### config.mk
export PLATFORM = sky130hd
export DESIGN_NAME = seg_scan_controller
export DESIGN_NICKNAME = d
export VERILOG_FILES = /design/src/rtl/seg_scan_controller.sv
export SDC_FILE = /design/constraint.sdc
export NUM_CORES = 1
export LEC_CHECK = 0
export ABC_AREA = 1
export BUFFER_PORTS_ARGS = -buffer_cell sky130_fd_sc_hd__buf_2
export CAP_MARGIN = 30
export CELL_PAD_IN_SITES_DETAIL_PLACEMENT = 1
export CELL_PAD_IN_SITES_GLOBAL_PLACEMENT = 2
export CORE_ASPECT_RATIO = 0.7
export CORE_MARGIN = 5
export CORE_UTILIZATION = 29
export DETAILED_ROUTE_END_ITERATION = 16
export PLACE_DENSITY = 0.76
export SLEW_MARGIN = 20
export SYNTH_ARGS = -nofsm -noshare
export SYNTH_HDL_FRONTEND = slang
export SYNTH_SLANG_ARGS = --single-unit
### constraint.sdc
create_clock -name clk -period 2.3 [get_ports clk]
set_clock_uncertainty 0.15 [all_clocks]
set_input_delay 0 -clock clk [delete_from_list [all_inputs] [get_ports clk]]
set_output_delay 0 -clock clk [all_outputs]
set_load 0.02 [all_outputs]
### src/rtl/seg_scan_controller.sv
// seg_scan_controller
// Drives NUM_DIGITS common-anode digits through one shared BCD-to-7-segment
// decoder. Each digit gets a slot of REFRESH_DIV cycles. The first
// BLANK_CYCLES of every slot keep all anodes off so the previous digit's
// segments cannot ghost onto the next one. A value offered on the load/ready
// handshake is parked in a pending register and only becomes visible at a
// frame boundary, so one frame never mixes two values.
module seg_scan_controller #(
   parameter int NUM_DIGITS    = 4,
   parameter int REFRESH_DIV   = 50000,
   parameter int BLANK_CYCLES  = 500,
   parameter bit BLANK_LEADING = 1'b1
) (
   input  logic                    clk,
   input  logic                    rst_n,
   input  logic                    load,
   input  logic [4*NUM_DIGITS-1:0] value,
   output logic                    ready,
   output logic [3:0]              digit_bcd,
   output logic [NUM_DIGITS-1:0]   anode_n
);

   localparam int CNT_W = (REFRESH_DIV > 2) ? $clog2(REFRESH_DIV) : 1;
   localparam int IDX_W = $clog2(NUM_DIGITS);

   localparam logic [CNT_W-1:0] CNT_LAST  = CNT_W'(REFRESH_DIV - 1);
   localparam logic [CNT_W-1:0] CNT_BLANK = CNT_W'(BLANK_CYCLES);
   localparam logic [IDX_W-1:0] IDX_LAST  = IDX_W'(NUM_DIGITS - 1);
   localparam logic [3:0]       BCD_BLANK = 4'hF;

   typedef enum logic {
      ST_BLANK = 1'b0,
      ST_DRIVE = 1'b1
   } state_t;

   // Slot timing
   logic [CNT_W-1:0] cnt_q, cnt_d;
   logic [IDX_W-1:0] idx_q, idx_d;
   logic             slot_wrap;
   logic             frame_wrap;

   // Value path and handshake
   logic [4*NUM_DIGITS-1:0] shown_q, shown_d;
   logic [4*NUM_DIGITS-1:0] pending_q, pending_d;
   logic                    pending_valid_q, pending_valid_d;
   logic                    ready_q, ready_d;
   logic                    transfer;
   logic                    commit;

   // Leading-zero suppression
   logic [NUM_DIGITS-1:0] suppress;
   logic                  run_zero;

   // Scan FSM and registered pin drivers
   state_t                state_q, state_d;
   logic [NUM_DIGITS-1:0] anode_n_q, anode_n_d;
   logic [3:0]            digit_bcd_q, digit_bcd_d;

   assign slot_wrap  = (cnt_q == CNT_LAST);
   assign frame_wrap = slot_wrap && (idx_q == IDX_LAST);
   // ready_q is only ever high while the pending register is empty, so a
   // transfer can never collide with a commit (which needs it full).
   assign transfer   = load && ready_q;
   assign commit     = frame_wrap && pending_valid_q;

   // Slot counter and digit index; the index wrap is the frame boundary.
   always_comb begin
      // NOTE: every signal gets a default first, so no branch can leave it
      // unassigned and infer a latch.
      cnt_d = cnt_q + CNT_W'(1);
      idx_d = idx_q;
      if (slot_wrap) begin
         cnt_d = '0;
         idx_d = (idx_q == IDX_LAST) ? '0 : idx_q + IDX_W'(1);
      end
   end

   // Capture offered values into pending; promote pending to shown at frame boundaries.
   always_comb begin
      shown_d         = shown_q;
      pending_d       = pending_q;
      pending_valid_d = pending_valid_q;
      if (commit) begin
         shown_d         = pending_q;
         pending_valid_d = 1'b0;
      end
      if (transfer) begin
         pending_d       = value;
         pending_valid_d = 1'b1;
      end
      // ready drops on the capture edge but rises one cycle after a commit.
      ready_d = !pending_valid_d && !commit;
   end

   // Mark digits above the most significant nonzero nibble as blank; digit 0 always shows.
   always_comb begin
      suppress = '0;
      run_zero = 1'b1;
      // NOTE: blocking assignments are correct here: run_zero is a
      // combinational running AND that each iteration must see updated.
      for (int i = NUM_DIGITS - 1; i >= 1; i--) begin
         run_zero    = run_zero && (shown_d[4*i +: 4] == 4'h0);
         suppress[i] = BLANK_LEADING && run_zero;
      end
   end

   // Next scan state and the pin values that go with it.
   always_comb begin
      state_d     = state_q;
      anode_n_d   = '1;
      digit_bcd_d = BCD_BLANK;
      unique case (state_q)
         ST_BLANK: if (cnt_d == CNT_BLANK) state_d = ST_DRIVE;
         ST_DRIVE: if (slot_wrap)          state_d = ST_BLANK;
         default:                          state_d = ST_BLANK;
      endcase
      if (state_d == ST_DRIVE) begin
         for (int i = 0; i < NUM_DIGITS; i++) begin
            if (idx_d == IDX_W'(i)) begin
               anode_n_d[i] = 1'b0;
               digit_bcd_d  = suppress[i] ? BCD_BLANK : shown_d[4*i +: 4];
            end
         end
      end
   end

   // Scan state register.
   always_ff @(posedge clk or negedge rst_n) begin
      if (!rst_n) begin
         state_q <= ST_BLANK;
      end else begin
         state_q <= state_d;
      end
   end

   // Counters, value registers, handshake and registered pin drivers.
   always_ff @(posedge clk or negedge rst_n) begin
      // NOTE: non-blocking assignments so every flop samples pre-edge values.
      // The shown/pending registers are plain flops, reset like the rest, so
      // a reset mid-operation discards any pending value.
      if (!rst_n) begin
         cnt_q           <= '0;
         idx_q           <= '0;
         shown_q         <= '0;
         pending_q       <= '0;
         pending_valid_q <= 1'b0;
         ready_q         <= 1'b1;
         anode_n_q       <= '1;
         digit_bcd_q     <= BCD_BLANK;
      end else begin
         cnt_q           <= cnt_d;
         idx_q           <= idx_d;
         shown_q         <= shown_d;
         pending_q       <= pending_d;
         pending_valid_q <= pending_valid_d;
         ready_q         <= ready_d;
         anode_n_q       <= anode_n_d;
         digit_bcd_q     <= digit_bcd_d;
      end
   end

   assign ready     = ready_q;
   assign digit_bcd = digit_bcd_q;
   assign anode_n   = anode_n_q;

endmodule
==> impl_summary.md <==
Layout
For this run, the post-layout net count is 508. After filler insertion, the fill cell instance count of the layout stands at 1299. The final design area excluding fillers is 4440 um^2. The combined area of the multi-input logic cells is 1430 um^2. For this run, the number of standard cells in the final layout without fillers is 645.

The number of diodes is 0. Summing all flip-flop and latch instances after layout gives 1540 um^2. Of the cells placed in the final design, the portion with a size suffix greater than 1 is 0.337.

At the end of the flow the core is filled with cells to 0.409. From synthesis to final layout, the design area changed by 40.0%.

Global route
The initial antenna violation count is 0. The number of global-route vias before repair came to 3035. The global-route usage over all layers is 0.149.

The global-route wire length before repair is 15100 um. The maximum number of pins on one net before global-route repair is 34. Global routing finished with a remaining overflow of 0.

Yosys
For this run, asynchronously set or reset flops after synthesis account for 1.00. In the post-synthesis netlist, the cell with the most instances is sky130_fd_sc_hd__nand2_1. The post-synthesis average cell area is 8.03 um^2. The synthesis warning total is 0.

Of all cell types, the one taking the most synthesized area is sky130_fd_sc_hd__dfrtp_1. The net count after synthesis is 416. The proportion of netlist area held by the largest area contributor is 0.410. The cell area that synthesis handed to floorplanning was 3170 um^2. The most frequently used flop master after synthesis is sky130_fd_sc_hd__dfrtp_1. Ranked by total cell area, the synthesized netlist is headed by sky130_fd_sc_hd__dfrtp_1 (41%), sky130_fd_sc_hd__nand2_1 (12%), sky130_fd_sc_hd__inv_1 (8.5%), sky130_fd_sc_hd__dfstp_2 (7.5%), sky130_fd_sc_hd__nor2_1 (5.4%). The number of enable flip-flop cells after synthesis is 0.

Synthesis instantiated 32 different standard cells from the library. After technology mapping, the gate count stands at 395. Synthesis inferred 61 register bits.

The part of the Yosys area used for sequential elements is 0.485. After synthesis, the most frequently instantiated cells are sky130_fd_sc_hd__nand2_1 (101), sky130_fd_sc_hd__inv_1 (72), sky130_fd_sc_hd__dfrtp_1 (52), sky130_fd_sc_hd__nor2_1 (46), sky130_fd_sc_hd__a21oi_1 (17).

Min path
The number of stages on the worst hold path is 5. The worst-case hold path end point is pending_q[8]. The startpoint identified for the worst hold timing path is load. The class of the worst hold path is in -> reg.

Floorplanning
Pin placement for this block handled 28 I/O pins. The die area is 13200 um^2. The initial core utilization is 0.292. The die boundary width is 135 um. From bottom edge to top edge, the die measures 97.5 um. The area of the placeable core is 10900 um^2. Row generation in the floorplan step produced 32 rows.

STA
The sum of negative setup slack is 0 ns. The number of failing setup endpoints in the final timing report is 0. Setup repair after global routing could not meet its margin everywhere. The slack of the critical path is 0.0414 ns. The post-layout minimum cycle time is 2.26 ns. The slew at the pin closest to its max-slew limit is 0.720 ns. The fmax is 0.443 GHz. The number of failing hold endpoints at the final stage came to 0.

The worst pin sits at a relative slew slack of 0.520. The final count of pins violating max slew is 0. The share of the clock period used by the worst path after layout is 0.982.

Worst setup path
The number of cells on the worst reg-to-reg path is 15. The setup slack of the most critical reg-to-reg path is 0.04 ns. The critical-path cell with the highest stage delay is sky130_fd_sc_hd__dfrtp_1. The highest net fanout along the worst path is 8. On the worst path, the slowest cell contributes a delay of 0.39 ns.

The type of the setup path with the least slack is reg -> reg. The required time of the critical path is 2.43 ns. The type of element launching the critical path is a register.

Traced cell by cell, the critical path runs through inv_1 > nand2_1 > nor2_2 > nand2_2 > nor2_8 > nand4_1 > nand2_1 > nand2_2 > nor2_4 > nand3_2 > nand2_1 > nand2_1 > nand2_2 > nand2_1 > nand2_1. Data arrives at the worst endpoint at 2.39 ns. The endpoint of the worst register-to-register path is digit_bcd[3].

The worst register-to-register path begins at cnt_q[7]. The cell seen most often among critical-path stages is sky130_fd_sc_hd__nand2_1. STA classifies the critical path endpoint as a register.

Power
IR analysis of the VDD net gives a maximum drop of 0.357 mV. The total power divided by cell area is 589 nW/um^2. Of the total power, the share spent switching nets is 0.212.

The power share of the clock group is 0.565. The share of total power dissipated in combinational logic is 0.024. The leakage power is 2.43 nW. The net switching power of the design is 0.555 mW.

The internal power of the cells is 2.06 mW. Of the total power, registers draw 0.411.

CTS
The TritonCTS clock tree is yes. The insertion delay to the later sink of the worst-skew pair is 0.34 ns. Clock tree synthesis found a total of 61 sinks. The H-tree depth is 3.

The clock tree buffer depth is 2. In this run the clock root is driven by a sky130_fd_sc_hd__clkbuf_16. The number of buffers created by CTS is 9. After clock tree synthesis, the clock-pin slew on the worst setup and hold paths is 0.06 ns.

Place
Input and output buffers added on the ports amount to 27. The worst-case setup slack after placement is -0.170 ns. The placed instances occupy a cell area of 3660 um^2. The wire-length estimate of the detail-placed layout is 6640 um.

The final RePlAce weighted congestion is 0.831. The number of placed instances, taps included is 594.

Routing
The first detailed-routing pass ran for 4 iterations. The via count of the routed design is 2805. After detailed routing, the total wire length is 9340 um. The first routing iteration left 100 violations. The DRC violation count after routing is 0.

The routed via count divided by cell count is 4.35. The post-detailed-route count of antenna-violating nets is 0. The average wire length per cell after detail routing is 14.5 um.

Job
The max-cap check violation count is 0.

Run status
The flow ran to the end, and the final reports show no timing, DRC or antenna violations.
[metal layers]
metal  GRT usage  part of all wire
met4      0.0658             0.019
met3      0.0378             0.046
met2       0.218              0.44
met1       0.208              0.50
met5           0                 0
[worst max path at each step]
stage / startpoint / to / slack, ns / cells after the start
6_report: cnt_q[7] / digit_bcd[3] / 0.04 / 15
3_5_place_dp: cnt_q[0] / digit_bcd[3] / -0.17 / 15
3_3_place_gp: cnt_q[0] / digit_bcd[3] / -0.12 / 15
2_1_floorplan: cnt_q[0] / digit_bcd[0] / 0.21 / 13
4_1_cts: cnt_q[6] / digit_bcd[3] / 0.002 / 15
5_1_grt: cnt_q[7] / digit_bcd[3] / -0.14 / 15
[cell type report]
class	instances	share of cell area
clock buffer	9	0.0507
timing repair buffer	88	0.150
sequential	61	0.346
tap	153	0.0431
inverter	78	0.0665
multi-input combinational	249	0.321
clock inverter	7	0.0223
[worst max-delay path, delay by kind of cell, from the launching register on]
family,cells,cell delay [ns]
AND/OR/NAND/NOR,14,1.58
flip-flops,1,0.39
buffers and inverters,1,0.08
[what timing repair did]
action	in CTS	in global routing
endpoints found under the hold margin	44	0
pin swaps	5	17
setup buffers	6	12
hold buffers	17	0
endpoints found under the setup margin	5	8
resized for setup	10	34
[placed cells by master (no fill, tap or decap), drive strengths merged]
cell type    netlist  final
a21boi             2      2
a21oi             17     17
and3               1      1
buf                2     71
bufinv             0      2
clkbuf             5      9
clkinv             0      3
clkinvlp           0      1
dfrtp             52     52
dfstp              9      9
dlygate4sd3        0     17
ha                 2      2
inv               78     79
mux2               6      6
nand2            108    108
nand3             16     16
nand4             17     17
nor2              54     54
nor3               5      5
nor4               1      1
o211ai             2      2
o21a               1      1
o21ai             14     14
xor2               3      3
[metrics by stage]
step / hold slack, ns / power (mW)
2_1_floorplan: -0.446 / 1.09
3_3_place_gp: -0.0589 / 1.13
6_report: 0.0536 / 2.61
3_5_place_dp: -0.0499 / 1.14
5_1_grt: 0.0823 / 2.71
4_1_cts: 0.0521 / 2.65
[cell families (layout without fill, tap and decap cells)]
kind of cell	Yosys count	in the layout	share of synthesized area
DFF	61	61	0.485
xor gates and xnor gates	3	3	0.00828
adders and majority gates	2	2	0.00789
muxes	6	6	0.0213
AOI/OAI and AO/OA	36	36	0.0678
buffers and inverters	85	182	0.107
and+or+nand+nor	202	202	0.303
[power by group through the flow]
stage	Sequential [mW]	Combinational [mW]	Clock, mW
after floorplan	1.09	0.000208	0
after global placement	1.09	0.0417	0
after detailed placement	1.09	0.0428	0
after CTS	1.07	0.0646	1.51
after global routing	1.07	0.0720	1.56
final	1.07	0.0634	1.48
[state kept, by name, summed over array words and instances, names as in the netlist]
signal / cells
cnt_q: 16
pending_q: 16
shown_q: 16
anode_n: 4
digit_bcd: 4
idx_q: 2
pending_valid_q: 1
ready: 1
state_q: 1
No activity file was read; power rests on OpenSTA's default activity.
